<file path="src/rtl/bcd_to_binary_converter.sv">
// ----------------------------------------------------------------------------
// bcd_to_binary_converter
//   Iterative packed-BCD to binary converter using reverse double-dabble:
//   each iteration shifts the working register right by one, then subtracts 3
//   from every BCD nibble that now reads >= 8. After BIN_W iterations the low
//   BIN_W bits hold the binary value. State updates on the falling clock edge.
//
// Ports
//   clk            clock (state updates on negedge)
//   reset_n        asynchronous active-low reset
//   in_valid       request to convert bcd_number
//   in_ready       block idle, request will be accepted
//   bcd_number     packed BCD operand, MS digit in top nibble
//   out_valid      one-cycle pulse: conversion done or operand rejected
//   binary_number  result, held until the next out_valid
//   bcd_error      qualifies out_valid; operand had a nibble > 9
// ----------------------------------------------------------------------------
module bcd_to_binary_converter #(
   parameter int DIGITS = 4,
   parameter int BIN_W  = 16
) (
   input  logic                  clk,
   input  logic                  reset_n,
   input  logic                  in_valid,
   output logic                  in_ready,
   input  logic [4*DIGITS-1:0]   bcd_number,
   output logic                  out_valid,
   output logic [BIN_W-1:0]      binary_number,
   output logic                  bcd_error
);

   localparam int BCD_W = 4 * DIGITS;
   localparam int SH_W  = BCD_W + BIN_W;
   localparam int CNT_W = $clog2(BIN_W + 1);

   typedef enum logic [1:0] {
      IDLE    = 2'd0,
      CONVERT = 2'd1,
      DONE    = 2'd2
   } state_t;

   state_t             state_q, state_d;
   logic [SH_W-1:0]    shift_q, shift_d;
   logic [CNT_W-1:0]   cnt_q, cnt_d;
   logic [BIN_W-1:0]   bin_q, bin_d;
   logic               out_valid_q, out_valid_d;
   logic               bcd_error_q, bcd_error_d;
   // Rejected operand: DONE is entered one edge early, so the pulse is
   // emitted on the following edge.
   logic               err_pend_q, err_pend_d;

   logic               digit_bad;
   logic [SH_W-1:0]    shift_step;

   always_comb begin
      digit_bad = 1'b0;
      for (int i = 0; i < DIGITS; i++) begin
         if (bcd_number[4*i +: 4] > 4'd9) digit_bad = 1'b1;
      end
   end

   // One reverse double-dabble iteration; all digit corrections in parallel.
   always_comb begin
      shift_step = shift_q >> 1;
      for (int i = 0; i < DIGITS; i++) begin
         if (shift_step[BIN_W + 4*i +: 4] >= 4'd8)
            shift_step[BIN_W + 4*i +: 4] = shift_step[BIN_W + 4*i +: 4] - 4'd3;
      end
   end

   always_comb begin
      state_d     = state_q;
      shift_d     = shift_q;
      cnt_d       = cnt_q;
      bin_d       = bin_q;
      out_valid_d = 1'b0;
      bcd_error_d = 1'b0;
      err_pend_d  = err_pend_q;
      case (state_q)
         IDLE: begin
            if (in_valid) begin
               if (digit_bad) begin
                  err_pend_d = 1'b1;
                  state_d    = DONE;
               end else begin
                  shift_d = {bcd_number, {BIN_W{1'b0}}};
                  cnt_d   = '0;
                  state_d = CONVERT;
               end
            end
         end
         CONVERT: begin
            shift_d = shift_step;
            cnt_d   = cnt_q + CNT_W'(1);
            if (cnt_q == CNT_W'(BIN_W - 1)) begin
               bin_d       = shift_step[BIN_W-1:0];
               out_valid_d = 1'b1;
               state_d     = DONE;
            end
         end
         DONE: begin
            if (err_pend_q) begin
               bin_d       = '0;
               out_valid_d = 1'b1;
               bcd_error_d = 1'b1;
               err_pend_d  = 1'b0;
            end else begin
               state_d = IDLE;
            end
         end
         default: state_d = IDLE;
      endcase
   end

   always_ff @(negedge clk or negedge reset_n) begin
      if (!reset_n) begin
         state_q     <= IDLE;
         shift_q     <= '0;
         cnt_q       <= '0;
         bin_q       <= '0;
         out_valid_q <= 1'b0;
         bcd_error_q <= 1'b0;
         err_pend_q  <= 1'b0;
      end else begin
         state_q     <= state_d;
         shift_q     <= shift_d;
         cnt_q       <= cnt_d;
         bin_q       <= bin_d;
         out_valid_q <= out_valid_d;
         bcd_error_q <= bcd_error_d;
         err_pend_q  <= err_pend_d;
      end
   end

   assign in_ready      = (state_q == IDLE);
   assign out_valid     = out_valid_q;
   assign binary_number = bin_q;
   assign bcd_error     = bcd_error_q;

endmodule
</file>
<file path="config.mk">
export PLATFORM = sky130hd
export DESIGN_NAME = bcd_to_binary_converter
export DESIGN_NICKNAME = d
export VERILOG_FILES = /design/src/rtl/bcd_to_binary_converter.sv
export SDC_FILE = /design/constraint.sdc
export NUM_CORES = 1
export LEC_CHECK = 0
export BUFFER_PORTS_ARGS = -buffer_cell sky130_fd_sc_hd__buf_2
export CAP_MARGIN = 20
export CORE_MARGIN = 2
export CORE_UTILIZATION = 62
export CTS_CLUSTER_SIZE = 12
export DETAILED_ROUTE_END_ITERATION = 16
export PLACE_DENSITY = 0.85
export SYNTH_ARGS = -nofsm -noshare
export SYNTH_HDL_FRONTEND = slang
export SYNTH_SLANG_ARGS = --single-unit
</file>
<file path="constraint.sdc">
create_clock -name clk -period 3.4 [get_ports clk]
set_clock_uncertainty 0.05 [all_clocks]
set_input_delay 0.68 -clock clk [delete_from_list [all_inputs] [get_ports clk]]
set_output_delay 0.68 -clock clk [all_outputs]
set_load 0.005 [all_outputs]
</file>
==> impl_summary.md, run 1 <==
Synthesis
Sorting the synthesized cells by area gives the leading types as sky130_fd_sc_hd__dfrtn_1, sky130_fd_sc_hd__nand2_1, sky130_fd_sc_hd__a22o_1, sky130_fd_sc_hd__ha_1, sky130_fd_sc_hd__nand3b_1. The synthesis warning total is 0. Of the total synthesized cell area, the portion taken by AND, OR, NAND and NOR gates is 0.169.

The share of the Yosys chip area taken by registers is 0.475. The portion of synthesized cell area occupied by the leading cell type is 0.475. The largest family of logic cells by synthesized area is compound AO/OA/AOI/OAI gates. Synthesis produced a netlist whose cell count is 310. After synthesis, the share of flip-flops with an asynchronous set or reset is 1.00.

The number of nets produced by synthesis is 340. The average instance area after synthesis is slightly below 10 sq um. The portion of synthesized area spent on multiplexers is 0.0209. The number of enable-type register cells in the synthesized netlist is 0. The unique cell type count in the Yosys netlist is 40. Of the total synthesized cell area, the portion taken by XOR and XNOR cells is 0.0175.

The share of the synthesized area in compound gates (AO/OA/AOI/OAI) came to 0.198. The register bit total from synthesis is 57. The total standard cell area after synthesis is 0.00300 sq mm. Of the total synthesized cell area, the portion taken by full adders, half adders and majority gates is 0.0459. The dominant synthesized flop cell is sky130_fd_sc_hd__dfrtn_1. Of all cell types, the one taking the most synthesized area is sky130_fd_sc_hd__dfrtn_1.

Floorplan
The total core area is about 0.0047 sq mm. The die boundary width is between 70 and 80 microns. The initialized floorplan defines 25 standard-cell rows. The I/O pin count is 38. The initial utilization of the core area, before any placement, comes to 0.639. The die height is 73.6 microns. The area of the die is around 0.0054 sq mm.

Critical path
The most numerous cell type found on the critical path is sky130_fd_sc_hd__buf_6. Data arrives at the worst endpoint at 1960 ps. STA classifies the critical path startpoint as a primary input. The critical path crosses 8 cells after its start point.

The worst register-to-register path begins at state_q[1]. The signal on the critical path passes through buf_8 -> o21ai_4 -> buf_6 -> nand4_1 -> buf_6 -> buf_12 -> nor3_2 -> a211oi_1. The setup slack of the worst register-to-register path is 1110 ps.

The critical path endpoint is shift_q[24]. The delay of the slowest cell on the worst path is approximately 260 ps. The nature of the critical path endpoint is a flop. The cell family with the largest share of critical-path delay is buffers and inverters. Of all nets on the critical path, the largest fanout is 6. The start point of the critical path is bcd_number[6]. The endpoint identified for the worst register-to-register timing path is cnt_q[1].

The buffering stage count on the worst path with inverters included is 4. Measured in cells, the most critical reg-to-reg path has a length of 8. The largest individual stage delay along the critical path comes from the cell sky130_fd_sc_hd__buf_6. The critical path start-end classification is primary input to flop.

The critical path required time is 1820 ps.

Finish
The antenna diode instance count is 0. The library cell used most frequently in the layout, excluding fill and tap cells, is sky130_fd_sc_hd__dfrtn_1. After filler insertion, the fill cell instance count of the layout stands at about 250. Relative to the synthesized area, the layout overhead comes to 34.4%.

For this run, the post-layout net count is 409. The final core utilization is 0.859. The layout cell share with drive strength beyond 1 is 0.337. The top cell types in the final layout, fill and taps aside, are sky130_fd_sc_hd__dfrtn_1, sky130_fd_sc_hd__nand2_1, sky130_fd_sc_hd__buf_4, sky130_fd_sc_hd__buf_2, sky130_fd_sc_hd__inv_1.

Routing
The total number of vias is 2,789. The first detailed-routing pass took 5 iterations. In the routed design, unresolved DRC markers number 0. The average routed wire per standard cell is 19.6 microns. Using the TritonRoute via totals, the vias-per-cell ratio works out to 6.38. The detailed router finished its first iteration with 246 violations. Summed over all layers, the routed wires come to 8550 microns. The post-route antenna net violation count is 0.

GRT
The total overflow left after global routing is 0. The first global-routing pass estimated 11,300 microns of wire. For this run, the total global-route usage over all layers was measured as 0.278.

The number of antenna violations at the first check in global routing was 0. The largest net degree at the start of global routing is 44. The via count of the first global-routing pass was 2,394.

Flow run
The total of max-cap violations is 0.

Clock network
The clock-pin slew on the worst setup and hold paths is 50 ps. The total number of H-tree levels is 3. The TritonCTS sink count is 57.

The number of buffers inserted during clock tree synthesis is 9. For the worst-skew pair, the clock arrives at the later sink with an insertion delay of 330 ps. The root buffer cell chosen for the clock tree is sky130_fd_sc_hd__clkbuf_8. TritonCTS built the clock tree. The total of hold buffers inserted after clock tree synthesis is 0. Counting along the longest clock path gives a buffer depth of 2.

STA
The final-report max-slew violation count is 0. Setup repair after global routing could not meet its margin everywhere. The total count of hold-check failures in the final report is 0. The pin slew with the least headroom to its limit is 665 ps. The relative slew slack is 0.557. The number of setup violations in the final report is 38.

The minimum setup slack in the final design is -145 ps. The hold slack is 356 ps.

Power
The leakage power total is around 0.0020 uW. VDD sags by at most 0.000522 V. The ratio of total power to cell area is 748 mW/mm^2.

Placement
Routability-driven placement finished with a final weighted congestion of 0.859. Detailed placement finished with a half-perimeter wire length of 4380 microns. The number of port buffers is 37.

Run status
The run finished, with violations left. The final reports fail on negative setup slack.

Worst hold path
In this run the worst hold path is classified as flop to flop.
-- sequential cells by signal (all words and copies together), names as in the netlist --
signal	flops
bcd_error	1
state_q	2
cnt_q	5
out_valid	1
err_pend_q	1
binary_number	16
shift_q	31
-- worst min-delay path: stages, from the launching register on --
cell and delay [ps]:
sky130_fd_sc_hd__dfrtn_1 390, sky130_fd_sc_hd__nand2_1 50, sky130_fd_sc_hd__nand2_1 50
-- metal layers --
metal,global-route usage,share of wire
met3,0.0782,0.084
met5,0,0
met1,0.350,0.38
met4,0.113,0.048
met2,0.450,0.49
-- cell families after synthesis --
group           count (synthesis)
simple gates                  105
compound gates                 75
flops                          57
buf+inv                        50
fa+ha+maj                      11
xor+xnor                        6
mux                             6
-- area by class of cell --
class | count | area (sq um) | area share
inverters | 25 | 93.8 | 0.0233
multi-input cells | 204 | 1560 | 0.386
well taps | 54 | 67.6 | 0.0168
clock inverters | 3 | 40.0 | 0.00993
repair buffers | 82 | 692 | 0.172
clock buffers | 12 | 155 | 0.0385
flip-flops and latches | 57 | 1430 | 0.354
-- synth_stat cells, drive strengths merged, types with 4 or more instances --
library cell,n
ha,11
xnor2,6
inv,25
a21oi,10
buf,13
mux2i,4
o21ai,4
nand3b,15
o22ai,8
nor2,18
nor3,13
a221o,8
nand2,43
clkbuf,12
a22o,18
dfrtn,57
o31ai,7
a211oi,7
-- power breakdown --
| part | switching [uW] | internal [uW] | total [uW] | leakage [uW] |
|---|---|---|---|---|
| clock network | 277 | 372 | 649 | 0.000102 |
| registers | 168 | 849 | 1020 | 0.000745 |
| logic | 733 | 617 | 1350 | 0.00115 |
| total | 1180 | 1840 | 3020 | 0.00200 |
-- how the worst min path moves through the flow --
stage | start | endpoint | slack, ps | cells past startpoint
after global routing | binary_number[11] | binary_number[11] | 370 | 2
after floorplan | binary_number[0] | binary_number[0] | 370 | 2
after detailed placement | binary_number[3] | binary_number[3] | 360 | 2
final | binary_number[0] | binary_number[0] | 360 | 2
after CTS | binary_number[3] | binary_number[3] | 360 | 2
after global placement | binary_number[11] | binary_number[11] | 350 | 2
-- stage by stage --
stage	setup TNS [ps]	instance area (sq um)	cells	worst slack, ps	power, uW
6_report	-2560	4030	437	-145	3020
3_3_place_gp	-13050	3420	401	-422	2020
4_1_cts	-135	3740	424	-106	2800
3_5_place_dp	-13270	3420	401	-446	2070
5_1_grt	-2900	4030	437	-195	3150
2_1_floorplan	-3920	3100	310	-196	1780
-- timing repair --
| item | CTS | global route |
|---|---|---|
| cloned | 0 | 4 |
| pin swaps | 6 | 22 |
| endpoints found under the setup margin | 26 | 29 |
| setup buffers | 8 | 9 |
| gates resized for setup | 17 | 33 |
No activity file was read; power rests on OpenSTA's default activity.
==> run 2: changes to the inputs <==
--- a/config.mk
+++ b/config.mk
@@ -12,6 +12,7 @@
 export CTS_CLUSTER_SIZE = 12
 export DETAILED_ROUTE_END_ITERATION = 16
 export PLACE_DENSITY = 0.85
+export RECOVER_POWER = 100
 export SYNTH_ARGS = -nofsm -noshare
 export SYNTH_HDL_FRONTEND = slang
 export SYNTH_SLANG_ARGS = --single-unit
==> impl_summary.md, run 2 (synthesis gave the netlist of run 1 again) <==
Critical path
The data arrival time at the worst-slack endpoint is 1960 ps. The cell family with the largest share of critical-path delay is compound AO/OA/AOI/OAI gates. The critical path start-end classification is primary input to flop. The slowest cell on the critical path is sky130_fd_sc_hd__a221o_1. Walking the worst path, the cells encountered are buf_8 -> o21ai_4 -> and4_4 -> a31oi_4 -> buf_4 -> a221o_1. Along the worst path, the maximum fanout reaches 7. The nature of the critical path endpoint is a flop. The critical path required time is 1820 ps.

The buffering stage count on the worst path with inverters included is 2. The worst setup path is launched from a primary input. The delay of the slowest cell on the worst path is 320 ps.

Power
The total power of the final layout is 3000 uW. The ratio of total power to cell area is 751 mW/mm^2. Of the total power, the share spent switching nets is 0.391.

The worst vdd rail ir drop is roughly 0.00052 V. The share of power burned in the clock network is 0.216. The combinational fraction of design power is 0.446.

The leakage power total is 0.00196 uW. The analysis attributes to net switching a power of 1170 uW. The internal power of the cells totals 1830 uW. The power share of the sequential group is 0.338.

Finish
In the layout the commonest cells are sky130_fd_sc_hd__dfrtn_1, sky130_fd_sc_hd__nand2_1, sky130_fd_sc_hd__buf_4, sky130_fd_sc_hd__inv_1, sky130_fd_sc_hd__buf_2. The final design instance area without fill is 0.00400 sq mm. The layout cell share with drive strength beyond 1 is 0.311. The multi-input combinational cells in the finished layout cover a total of 0.00155 sq mm.

The register ranked first by flip-flop count is shift_q. The total area of sequential cells is between 0.001 and 0.0015 sq mm. The area growth from synthesis to layout is 33.3%. The final core utilization is 0.853.

The count of nets after finishing is 409. The number of flip-flops in the largest register is 31. Leaving out fill and tap cells, the most frequent cell in the layout is sky130_fd_sc_hd__dfrtn_1. The count of filler cells inserted in the layout is 256. The repair_antennas step left the layout with diodes totalling 0.

Worst hold path
The class of the most critical hold timing path is flop to flop.

Clock network
The clock-pin slew on the worst setup and hold paths is approximately 50 ps. The clock root buffer is sky130_fd_sc_hd__clkbuf_8. The later pin in the worst-skew pair is clocked with a latency of 330 ps. The total of hold buffers inserted after clock tree synthesis is 0. The clock tree from TritonCTS is done. The number of buffers on the longest clock path is 2. The total number of H-tree levels is 3. The number of buffers inserted during clock tree synthesis is 9. Clock tree synthesis found a total of between 50 and 60 sinks.

Routing
After detailed routing, the number of remaining DRC violations is 0. In the final routed layout, each cell accounts on average for ~20 microns. The post-route antenna net violation count is 0. The total number of vias is roughly 2,800. The length of the first detailed-routing pass in iterations is 5. The average vias per placed instance is 6.38. Summed over all layers, the routed wires come to 8570 microns. The number of DRC markers in iteration 0 is 283.

STA
Setup repair after global routing could not meet its margin everywhere. Setup violations remaining at the end of the flow were counted as 38. After layout, the worst setup slack is -140 ps. Headroom to the max-slew limit came out at 0.192.

The total count of hold-check failures in the final report came to 0. The pin slew with the least headroom to its limit is 1210 ps. The final-report max-slew violation count is 0. The hold slack is 356 ps.

Floorplan
The floorplan step set the die height to about 74 microns. The floorplan step defined a die boundary enclosing around 0.0054 sq mm. For this configuration, the core starts out at a cell density of 0.639.

The die boundary width is approximately 74 microns. The total core area is 0.00469 sq mm. The cell row count is 25. 38 I/O pins were placed.

Placement
In this run the cell area measured after placement is 0.00342 sq mm. The pre-CTS setup slack is -446 ps. Routability-driven placement finished with a final weighted congestion of 0.859.

The wire-length estimate of the detail-placed layout is 4380 microns. The number of port buffers is 37.

GRT
The first-pass GRT wire length is 11,300 microns. The via count of the first global-routing pass was 2,394. The total overflow reported by the global router is 0.

The overall global routing resource usage is 0.278. The largest net degree at the start of global routing is between 40 and 50. The number of antenna violations at the first check in global routing is 0.

Flow run
The total of max-cap violations is 0.

Run status
The run finished, with violations left. The final reports fail on negative setup slack.
[run 2: worst reg2reg max path, stage by stage, from the launching register on]
cell and delay [ps]:
sky130_fd_sc_hd__dfrtn_1 420, sky130_fd_sc_hd__inv_2 60, sky130_fd_sc_hd__buf_4 130, sky130_fd_sc_hd__ha_1 380, sky130_fd_sc_hd__and2_0 320, sky130_fd_sc_hd__o22ai_1 960
sky130_fd_sc_hd__o31ai_1 110
[run 2: power groups by stage]
stage	Sequential [uW]	Combinational, uW	Clock (uW)
5_1_grt	1030	1430	686
4_1_cts	993	1150	650
6_report	1010	1340	649
2_1_floorplan	953	829	0
3_5_place_dp	1000	1070	0
3_3_place_gp	993	1030	0
[run 2: final timing paths]
path	from	to	slack, ps	cells after the start
worst min register to register	binary_number[0]	binary_number[0]	360	2
max in group asynchronous	reset_n	shift_q[2]	230	2
min in group asynchronous	reset_n	binary_number[12]	1910	1
worst max-delay path	bcd_number[6]	shift_q[26]	-140	6
worst max register to register	state_q[0]	binary_number[15]	780	6
worst min-delay path	binary_number[0]	binary_number[0]	360	2
[run 2: through the flow]
| step | TNS [ps] | std cells |
|---|---|---|
| 6_report | -2440 | 437 |
| 5_1_grt | -4790 | 437 |
| 4_1_cts | -135 | 424 |
| 3_5_place_dp | -13270 | 401 |
| 3_3_place_gp | -13050 | 401 |
| 2_1_floorplan | -3920 | 310 |
[run 2: timing repair]
item / in CTS / in global routing
setup buffers: 8 / 9
pin swaps: 6 / 22
setup endpoints to repair: 26 / 29
gates cloned: 0 / 4
resized for setup: 17 / 33
hold endpoints to repair: 0 / 0
[run 2: routing by layer]
metal	share of wire	GRT usage	vias to the layer above
met1	0.38	0.350	1309
met2	0.49	0.450	188
met5	0	0	-
li1	-	-	1236
met4	0.049	0.113	0
met3	0.079	0.0782	53
[run 2: area by class of cell]
type	instances	area share
Multi-Input combinational cell	204	0.388
Sequential cell	57	0.357
Timing Repair Buffer	82	0.166
Clock buffer	12	0.0388
Inverter	25	0.0235
Tap cell	54	0.0169
Clock inverter	3	0.0100
